<file path="src/rtl/composite_video_gen.sv">
// Composite video timing and sample generator.
// NTSC or PAL raster from one pixel clock: sync, blanking, NTSC colour burst
// and luma from an external pixel source or built-in test patterns.
// All picture outputs are registered together so sample_o and its flags line up.
module composite_video_gen #(
    parameter int DAC_W       = 12,
    parameter int PIX_W       = 8,
    parameter int SYNC_LVL    = 0,
    parameter int BLACK_LVL   = 'h4CD,
    parameter int WHITE_LVL   = 'hFFF,
    parameter int BURST_AMP   = 'h0F0,
    parameter int INVERT      = 1,
    parameter int HS_START    = 22,
    parameter int HS_LEN      = 67,
    parameter int BURST_START = 89,
    parameter int BURST_LEN   = 36,
    parameter int ACT_START   = 157,
    parameter int ACT_LEN     = 752,
    parameter int N_LINE_LEN  = 910,
    parameter int N_LINES     = 262,
    parameter int N_VS_START  = 249,
    parameter int N_VS_END    = 255,
    parameter int N_ACT_LINES = 245,
    parameter int P_LINE_LEN  = 916,
    parameter int P_LINES     = 312,
    parameter int P_VS_START  = 300,
    parameter int P_VS_END    = 305,
    parameter int P_ACT_LINES = 288
) (
    input  logic             clk_i,
    input  logic             rst_i,
    input  logic             pal_sel_i,
    input  logic             color_en_i,
    input  logic [2:0]       src_sel_i,
    output logic             pix_req_o,
    output logic [9:0]       pix_x_o,
    output logic [8:0]       pix_y_o,
    input  logic [PIX_W-1:0] pix_luma_i,
    output logic [DAC_W-1:0] sample_o,
    output logic             hsync_o,
    output logic             vsync_o,
    output logic             active_o,
    output logic             frame_o
);

    localparam int BW = PIX_W + 3;
    localparam int SH = DAC_W - PIX_W;
    localparam int FULL = (1 << PIX_W) - 1;

    localparam logic [DAC_W-1:0] SYNC_C     = DAC_W'(SYNC_LVL);
    localparam logic [DAC_W-1:0] BLACK_C    = DAC_W'(BLACK_LVL);
    localparam logic [DAC_W-1:0] WHITE_C    = DAC_W'(WHITE_LVL);
    localparam logic [DAC_W-1:0] BURST_HI   = DAC_W'(BLACK_LVL + BURST_AMP);
    localparam logic [DAC_W-1:0] BURST_LO   = DAC_W'(BLACK_LVL - BURST_AMP);
    localparam logic [DAC_W-1:0] SAMPLE_RST = (INVERT != 0) ? '1 : '0;
    localparam logic [DAC_W:0]   BLACK_X    = (DAC_W+1)'(BLACK_LVL);
    localparam logic [DAC_W:0]   WHITE_X    = (DAC_W+1)'(WHITE_LVL);

    localparam logic [9:0] HS_S   = 10'(HS_START);
    localparam logic [9:0] HS_E   = 10'(HS_START + HS_LEN);
    localparam logic [9:0] BU_S   = 10'(BURST_START);
    localparam logic [9:0] BU_E   = 10'(BURST_START + BURST_LEN);
    localparam logic [9:0] ACT_S  = 10'(ACT_START);
    localparam logic [9:0] ACT_E  = 10'(ACT_START + ACT_LEN);
    localparam logic [9:0] REQ_S  = 10'(ACT_START - 1);
    localparam logic [9:0] REQ_E  = 10'(ACT_START - 1 + ACT_LEN);
    localparam logic [9:0] N_HLST = 10'(N_LINE_LEN - 1);
    localparam logic [9:0] P_HLST = 10'(P_LINE_LEN - 1);
    // On vsync lines the sync pulse runs long: it ends HS_LEN before the next hsync would start.
    localparam logic [9:0] N_VSSE = 10'(N_LINE_LEN - HS_LEN + HS_START);
    localparam logic [9:0] P_VSSE = 10'(P_LINE_LEN - HS_LEN + HS_START);
    localparam logic [8:0] N_LLST = 9'(N_LINES - 1);
    localparam logic [8:0] P_LLST = 9'(P_LINES - 1);
    localparam logic [8:0] N_VS_S = 9'(N_VS_START);
    localparam logic [8:0] N_VS_E = 9'(N_VS_END);
    localparam logic [8:0] P_VS_S = 9'(P_VS_START);
    localparam logic [8:0] P_VS_E = 9'(P_VS_END);
    localparam logic [8:0] N_ACTL = 9'(N_ACT_LINES);
    localparam logic [8:0] P_ACTL = 9'(P_ACT_LINES);

    logic [9:0]       hpos_q, hpos_d;
    logic [8:0]       line_q, line_d;
    logic             pal_q, pal_d;
    logic [DAC_W-1:0] sample_q, sample_d;
    logic             hsync_q, hsync_d;
    logic             vsync_q, vsync_d;
    logic             active_q, active_d;
    logic             frame_q, frame_d;

    logic [9:0]       hpos_last, vs_sync_e;
    logic [8:0]       line_last, vs_s, vs_e, act_lines;
    logic             vs_line, act_line, in_hs, in_burst, in_act, in_req, in_vs_sync;
    logic [9:0]       x_cur;
    logic [12:0]      bar_prod;
    logic [2:0]       bar_idx;
    logic [PIX_W-1:0] bar_luma, luma;
    logic [DAC_W:0]   luma_ext;
    logic [DAC_W-1:0] luma_code, code;
    logic             is_sync, is_act;

    // Raster geometry for the mode latched at the last frame start.
    always_comb begin
        hpos_last = pal_q ? P_HLST : N_HLST;
        vs_sync_e = pal_q ? P_VSSE : N_VSSE;
        line_last = pal_q ? P_LLST : N_LLST;
        vs_s      = pal_q ? P_VS_S : N_VS_S;
        vs_e      = pal_q ? P_VS_E : N_VS_E;
        act_lines = pal_q ? P_ACTL : N_ACTL;
    end

    // Horizontal/vertical counters; the mode only changes on the wrap into line 0.
    always_comb begin
        hpos_d = hpos_q + 10'd1;
        line_d = line_q;
        pal_d  = pal_q;
        if (hpos_q == hpos_last) begin
            hpos_d = '0;
            if (line_q == line_last) begin
                line_d = '0;
                pal_d  = pal_sel_i;
            end else begin
                line_d = line_q + 9'd1;
            end
        end
    end

    // Window decode for the current position.
    always_comb begin
        vs_line    = (line_q >= vs_s) && (line_q < vs_e);
        act_line   = line_q < act_lines;
        in_hs      = (hpos_q >= HS_S) && (hpos_q < HS_E);
        in_burst   = (hpos_q >= BU_S) && (hpos_q < BU_E);
        in_act     = (hpos_q >= ACT_S) && (hpos_q < ACT_E);
        in_req     = (hpos_q >= REQ_S) && (hpos_q < REQ_E);
        in_vs_sync = (hpos_q >= HS_S) && (hpos_q < vs_sync_e);
    end

    // Pixel request runs one cycle ahead of the active pixel so the source can register its answer.
    always_comb begin
        pix_req_o = (src_sel_i == 3'd0) && act_line && !vs_line && in_req;
        pix_x_o   = pix_req_o ? (hpos_q - REQ_S) : '0;
        pix_y_o   = pix_req_o ? line_q : '0;
    end

    // Luma source select and conversion to a saturated DAC code.
    always_comb begin
        x_cur    = hpos_q - ACT_S;
        bar_prod = {x_cur, 3'b000};
        bar_idx  = 3'(bar_prod / 13'(ACT_LEN));
        bar_luma = PIX_W'((BW'(3'd7 - bar_idx) * BW'(FULL)) / BW'(7));
        case (src_sel_i)
            3'd0:    luma = pix_luma_i;
            3'd1:    luma = '0;
            3'd2:    luma = '1;
            3'd3:    luma = (x_cur[4] ^ line_q[4]) ? '1 : '0;
            3'd4:    luma = PIX_W'(x_cur[9:2]);
            3'd5:    luma = bar_luma;
            default: luma = '0;
        endcase
        luma_ext  = BLACK_X + ((DAC_W+1)'(luma) << SH);
        luma_code = (luma_ext > WHITE_X) ? WHITE_C : luma_ext[DAC_W-1:0];
    end

    // Per-cycle code in priority order: vsync line, hsync, burst, picture, blank.
    always_comb begin
        code    = BLACK_C;
        is_sync = 1'b0;
        is_act  = 1'b0;
        if (vs_line) begin
            if (in_vs_sync) begin
                code    = SYNC_C;
                is_sync = 1'b1;
            end
        end else if (in_hs) begin
            code    = SYNC_C;
            is_sync = 1'b1;
        end else if (in_burst && !pal_q && color_en_i) begin
            case (hpos_q[1:0])
                2'd1:    code = BURST_HI;
                2'd3:    code = BURST_LO;
                default: code = BLACK_C;
            endcase
        end else if (act_line && in_act) begin
            code   = luma_code;
            is_act = 1'b1;
        end
        sample_d = (INVERT != 0) ? ~code : code;
        hsync_d  = is_sync;
        vsync_d  = vs_line;
        active_d = is_act;
        frame_d  = (hpos_q == '0) && (line_q == '0);
    end

    // State and output registers.
    always_ff @(posedge clk_i or posedge rst_i) begin
        if (rst_i) begin
            hpos_q   <= '0;
            line_q   <= '0;
            pal_q    <= 1'b0;
            sample_q <= SAMPLE_RST;
            hsync_q  <= 1'b0;
            vsync_q  <= 1'b0;
            active_q <= 1'b0;
            frame_q  <= 1'b0;
        end else begin
            hpos_q   <= hpos_d;
            line_q   <= line_d;
            pal_q    <= pal_d;
            sample_q <= sample_d;
            hsync_q  <= hsync_d;
            vsync_q  <= vsync_d;
            active_q <= active_d;
            frame_q  <= frame_d;
        end
    end

    assign sample_o = sample_q;
    assign hsync_o  = hsync_q;
    assign vsync_o  = vsync_q;
    assign active_o = active_q;
    assign frame_o  = frame_q;

endmodule

</file>
<file path="config.mk">
export PLATFORM = sky130hd
export DESIGN_NAME = composite_video_gen
export DESIGN_NICKNAME = d
export VERILOG_FILES = /design/src/rtl/composite_video_gen.sv
export SDC_FILE = /design/constraint.sdc
export NUM_CORES = 1
export LEC_CHECK = 0
export BUFFER_PORTS_ARGS = -buffer_cell sky130_fd_sc_hd__buf_2
export CAP_MARGIN = 20
export CORE_UTILIZATION = 40
export CTS_CLUSTER_SIZE = 28
export DETAILED_ROUTE_END_ITERATION = 10
export GPL_ROUTABILITY_DRIVEN = 1
export PLACE_DENSITY_LB_ADDON = 0.1
export SLEW_MARGIN = 30
export SYNTH_ARGS = -nofsm -noshare
export SYNTH_HDL_FRONTEND = slang
export SYNTH_SLANG_ARGS = --single-unit
</file>
<file path="constraint.sdc">
create_clock -name clk_i -period 23.2 [get_ports clk_i]
set_input_delay 3.48 -clock clk_i [delete_from_list [all_inputs] [get_ports clk_i]]
set_output_delay 3.48 -clock clk_i [all_outputs]
set_load 0.01 [all_outputs]
</file>
Word-level counts from Yosys, hierarchy flattened:

Cells that the tools add are included.

* register bits: 36
* logic and storage cells: 85
* memories: 0
* ROM bits: 0
* bits in writable memories: 0
* bits in latches: 0

* eq/ne operators: 8
* bitwise operators: 2
* $mul: 1
* multiplexer cells: 26
* reductions and logical operators: 19
* div/mod/pow operators: 2
* shift operators: 0
* add/subtract/negate cells: 6
* order comparisons: 13

Operators by type and width (count)
* $mux 12: 5
* $mux 9: 5
* $pmux 8 s5: 1
* $pmux 11 s2: 1
* $ge 10x8->1 const B: 2
* $lt 10x10->1 const B: 2
* $lt 10x7->1 const B: 2
* $mux 10: 2
* $sub 10x8->10 const B: 2
* $lt 9x9->1: 2
* $add 11x12->13 const A: 1
* $div 13x10->13 const B: 1
* $gt 13x12->1 const B: 1
* $logic_and 1x1->1: 13
* $not 12->12: 1
* $div 11x3->11 const B: 1
* $mul 4x9->11 const B: 1
* $mux 11: 1
* $add 10x1->10 const B: 1
* $eq 10x10->1: 1
* $ge 10x5->1 const B: 1
* $ge 10x7->1 const B: 1
* $logic_not 10->1: 1
* $lt 10x10->1: 1
* other kinds (18): 27

Longest topological paths before layout:

* word-level depth: 14
* depth in mapped cells: 49
* mapped depth without buffers: 45

Worst setup path before layout:

No wires, ideal clock.

* path type: reg-to-reg
* start point: reg hpos_q[0]
* end point: reg sample_q[4] (netlist: sample_o[4])
* cell stages (with the launch flop): 48
* buffers on the path: 3
* data required time: 23.093 ns
* clock period less this slack: 10.392 ns
* data arrival time: 10.285 ns
* path slack: 12.808 ns
* library setup time: 0.107 ns
* cells stage by stage: dfrtp_1 > clkbuf_1 > inv_1 > ha_1 > nand2b_1 > xor2_2 > clkinv_1 > ha_1 > inv_1 > o211a_1 > and4b_1 > o22ai_1 > o211ai_4 > clkbuf_1 > a21oi_1 > o21a_1 > o211a_1 > nand2_1 > (+12 left out) > o221ai_1 > and2_0 > buf_1 > o211ai_1 > o221a_1 > or2_1 > o21a_1 > a21oi_2 > mux2i_1 > o31ai_1 > and2_1 > ha_1 > or3_1 > a21oi_1 > a21o_1 > o21ai_0 > nand2_1 > o311ai_1

* cells in the longest elaborated chain, start to end: 14
* elaborated cells between the ends (all ways): 31
* those cells by class: add/sub (3); mul (1); div (2); order compare (7); eq/ne (2); mux (8); bitwise (2); reduce/logical (6)

RTL lines
* start, declared: line 81 `logic [9:0] hpos_q, hpos_d;`
* start signal, assigned: line 206 `hpos_q <= hpos_d;`
* $sub 10x8->10: line 147 `x_cur = hpos_q - ACT_S;`
* $div 13x10->13: line 149 `bar_idx = 3'(bar_prod / 13'(ACT_LEN));`
* $sub 3x3->4: line 150 `bar_luma = PIX_W'((BW'(3'd7 - bar_idx) * BW'(FULL)) / BW'(7));`
* $mul 4x9->11: line 150
* $div 11x3->11: line 150
* $pmux 8 s5: line 151 `case (src_sel_i)`
* $add 11x12->13: line 160 `luma_ext = BLACK_X + ((DAC_W+1)'(luma) << SH);`
* $gt 13x12->1: line 161 `luma_code = (luma_ext > WHITE_X) ? WHITE_C : luma_ext[DAC_W-1:0];`
* $mux 12: line 161
* $mux 12: line 183 `end else if (act_line && in_act) begin`
* $mux 12: line 177 `end else if (in_burst && !pal_q && color_en_i) begin`
* $mux 12 *: line 174 `end else if (in_hs) begin`
* $mux 12 *: line 169 `if (vs_line) begin`
* $not 12->12 *: line 187 `sample_d = (INVERT != 0) ? ~code : code;`
* named net sample_d[4]: line 84 `logic [DAC_W-1:0] sample_q, sample_d;`
* end signal, assigned: line 209 `sample_q <= sample_d;`
* end, declared: line 84

Mark *: on every way through the listed nets, which the timed path passes. The rest lies on a longest branch.
A chain may end at the register's enable or synchronous reset.

Worst setup path in the final report:

Ends and elaborated chain as after synthesis.

==> out/metrics.yaml <==
logic_synthesis:
  ys_seq_area_frac: 0.177
  synthArstFlopShare: 1.00
  syn-num-nets: 694
  synth_edf_count: 0
  yosys_warnings: 0
  synth_cell_types: 84
  synthCells: 635
  synth_area_per_cell_sq_um: 7.70
  synth_seq_cells: 34
  synth_area_sq_mm: 0.00489
  synth_flop_cell: "dfrtp_1"
cells_and_area:
  layout.cells.non_filler: 811
  area_growth_pct: 10.6
  post-route-util: 0.452
  n_antenna_cell: 0
  final_nets: 722
  final_area_sq_mm: 0.00541
  drive_gt1_frac: 0.167
global_routing:
  grt_pass1_vias: 4688
  grtUsageTotal: 0.233
  grt_max_degree: 35
  overflow: 0
  grt_pass1_wl_um: 23700
  antenna_found_initial: 0
floorplan:
  die_area_sq_mm: 0.0127
  coreArea_sq_mm: 0.0120
  start_util: 0.409
  fp.dieH_um: 113
  fp.dieW_um: 113
  ioPinCount: 51
  rows: 40
setup_path:
  cp.depth: 44
  worst_setup_path_start_kind: "register"
  crit_required_ns: 23.37
  worstPathMaxFanout: 25
  worstSetupPathType: "reg2reg"
  crit_path_end_kind: "register"
  path_buf_inv: 5
  ff2ff_setup_slack_ns: 11.25
  crit_path_top_delay_cell: "mux2i_1"
  ff2ff_path_depth: 44
  slowest_delay_ns: 0.72
  critPathArrivalTime_ns: 12.13
  critPathTopFamily: "compound AO/OA/AOI/OAI gates"
power:
  vdd_ir_drop_max_mv: 0.0237
  swShare: 0.207
  clock_power_share: 0.561
  power_density_mw_per_mm2: 29.2
  p_switching_mw: 0.0327
  internal_power_mw: 0.125
  pwr-share-comb: 0.063
  sequentialPowerShare: 0.377
  total_power_mw: 0.158
  leakage_nw: 2.34
detailed_routing:
  first_pass_iters: 5
  wl_um: 14500
  viasPerCell: 6.05
  postRouteAntennaNets: 0
  drc_errors: 0
  vias: 4904
  drt-initial-drc-count: 383
  wl_per_cell_um: 17.9
clock_network:
  clk_pin_slew_ns: 0.06
  root_buffer: "clkbuf_16"
  cts_resized: 0
  cts_buffers: 5
  cts_sinks: 34
  cts_max_level: 2
  postCtsSetupBuffers: 0
  hold_buffers: 0
  clk_latency_ns: 0.28
  cts_buffer_depth: 2
  cts_tree: "yes"
sta:
  setup_viol: 0
  hold_viol: 0
  slew_headroom: 0.417
  period_share: 0.515
  worst_slack_ns: 11.25
  rsz0062_at_grt: "no"
  slew_viol_final: 0
  worst_slew_pin_slew_ns: 0.868
  fmax_ghz: 0.0837
  finalClockSkew_ns: 0.00645
  fin_setup_tns_ns: 0
  period_minus_slack_ns: 11.95
  holdWs_ns: 0.550
hold_path:
  holdPathStages: 1
  min_path_type: "reg2reg"
run:
  maxCapViolCount: 0
placement:
  dp_worst_setup_slack_ns: 11.40
  placed_area_sq_mm: 0.00520
  hpwl_um: 11400
  dpl.cell_count: 803
  place_congestion: 0.916
  portBuffers: 50
outcome:
  status: "completed"
==> per-layer routing <==
| metal | wire length, um | track usage | vias to the layer above |
|---|---|---|---|
| met2 | 7160 | 0.418 | 138 |
| met4 | 473 | 0.0916 | 0 |
| li1 | - | - | 2392 |
| met3 | 463 | 0.0216 | 38 |
| met5 | 0 | 0 | - |
| met1 | 6440 | 0.289 | 2336 |
==> Yosys cell counts (10+ instances only) <==
cell / count / area share
nor2_1: 60 / 0.046
nand2_1: 57 / 0.044
ha_1: 41 / 0.10
a21oi_1: 37 / 0.038
o21ai_0: 34 / 0.035
inv_1: 33 / 0.025
xnor2_1: 25 / 0.045
dfrtp_1: 24 / 0.12
clkbuf_1: 21 / 0.016
nand3_1: 16 / 0.016
nor3_1: 15 / 0.015
and2_1: 13 / 0.017
o211ai_1: 12 / 0.018
o21a_1: 12 / 0.018
a21o_1: 11 / 0.017
nand2b_1: 11 / 0.014
a31oi_1: 10 / 0.013
dfstp_2: 10 / 0.054
nor4_1: 10 / 0.013
or3_1: 10 / 0.013
==> power groups by stage <==
stage / combinational [mW] / clock (mW) / sequential, mW
2_1_floorplan: 0.00625 / 0 / 0.0604
3_3_place_gp: 0.00978 / 0 / 0.0604
4_1_cts: 0.00997 / 0.0897 / 0.0594
3_5_place_dp: 0.00994 / 0 / 0.0604
6_report: 0.00989 / 0.0885 / 0.0594
5_1_grt: 0.0110 / 0.0922 / 0.0594
==> flip-flops by register name, summed over array words and instances (netlist names) <==
register / cells
active_o: 1
frame_o: 1
hpos_q: 10
hsync_o: 1
line_q: 9
pal_q: 1
sample_o: 10
vsync_o: 1
==> final cells by class <==
cell class | instances | area (sq um)
fill | 1212 | 6560
sequential | 34 | 863
clock inverter | 3 | 68.8
clock buffer | 5 | 125
multi-input combinational | 534 | 3760
timing repair buffer | 53 | 273
inverter | 35 | 131
tap | 147 | 184
==> cell usage in the layout, fill, tap and decap left out, types with 11 or more instances in the layout <==
| cell type | synthesis | routed |
|---|---|---|
| nand2_1 | 57 | 57 |
| ha_1 | 41 | 41 |
| inv_1 | 33 | 33 |
| buf_2 | 2 | 50 |
| nand2b_1 | 11 | 11 |
| xnor2_1 | 25 | 25 |
| a21o_1 | 11 | 11 |
| nor3_1 | 15 | 15 |
| nand3_1 | 16 | 16 |
| a21oi_1 | 37 | 36 |
| and2_1 | 13 | 13 |
| dfrtp_1 | 24 | 24 |
| nor2_1 | 60 | 60 |
| o21a_1 | 12 | 12 |
| o21ai_0 | 34 | 34 |
| o211ai_1 | 12 | 12 |
==> worst register-to-register path: cells and delay by family, from the launching register on <==
kind	cells	cell delay [ns]
AO/OA/AOI/OAI	20	4.54
AND/OR/NAND/NOR	10	2.34
adder cells (fa/ha/maj)	6	2.15
multiplexers	2	1.04
buffers and inverters	5	0.76
XOR/XNOR	1	0.40
flip-flops	1	0.59
==> final timing paths <==
kind,from,to
max,hpos_q[0],sample_o[4]
min,line_q[7],line_q[7]
max reg2reg,hpos_q[0],sample_o[4]
min reg2reg,line_q[7],line_q[7]
max in group asynchronous,rst_i,sample_o[7]
min in group asynchronous,rst_i,hsync_o
==> kinds of logic (layout without fill, tap and decap cells) <==
group,count (synthesis),after routing,share of synthesized area
adders and majority gates,44,44,0.117
buffers and inverters,67,96,0.0561
muxes,18,18,0.0412
DFF,34,34,0.177
xor gates and xnor gates,35,35,0.0643
and+or+nand+nor,239,239,0.248
AOI/OAI and AO/OA,198,198,0.296
(Power assumes the default switching activity.)
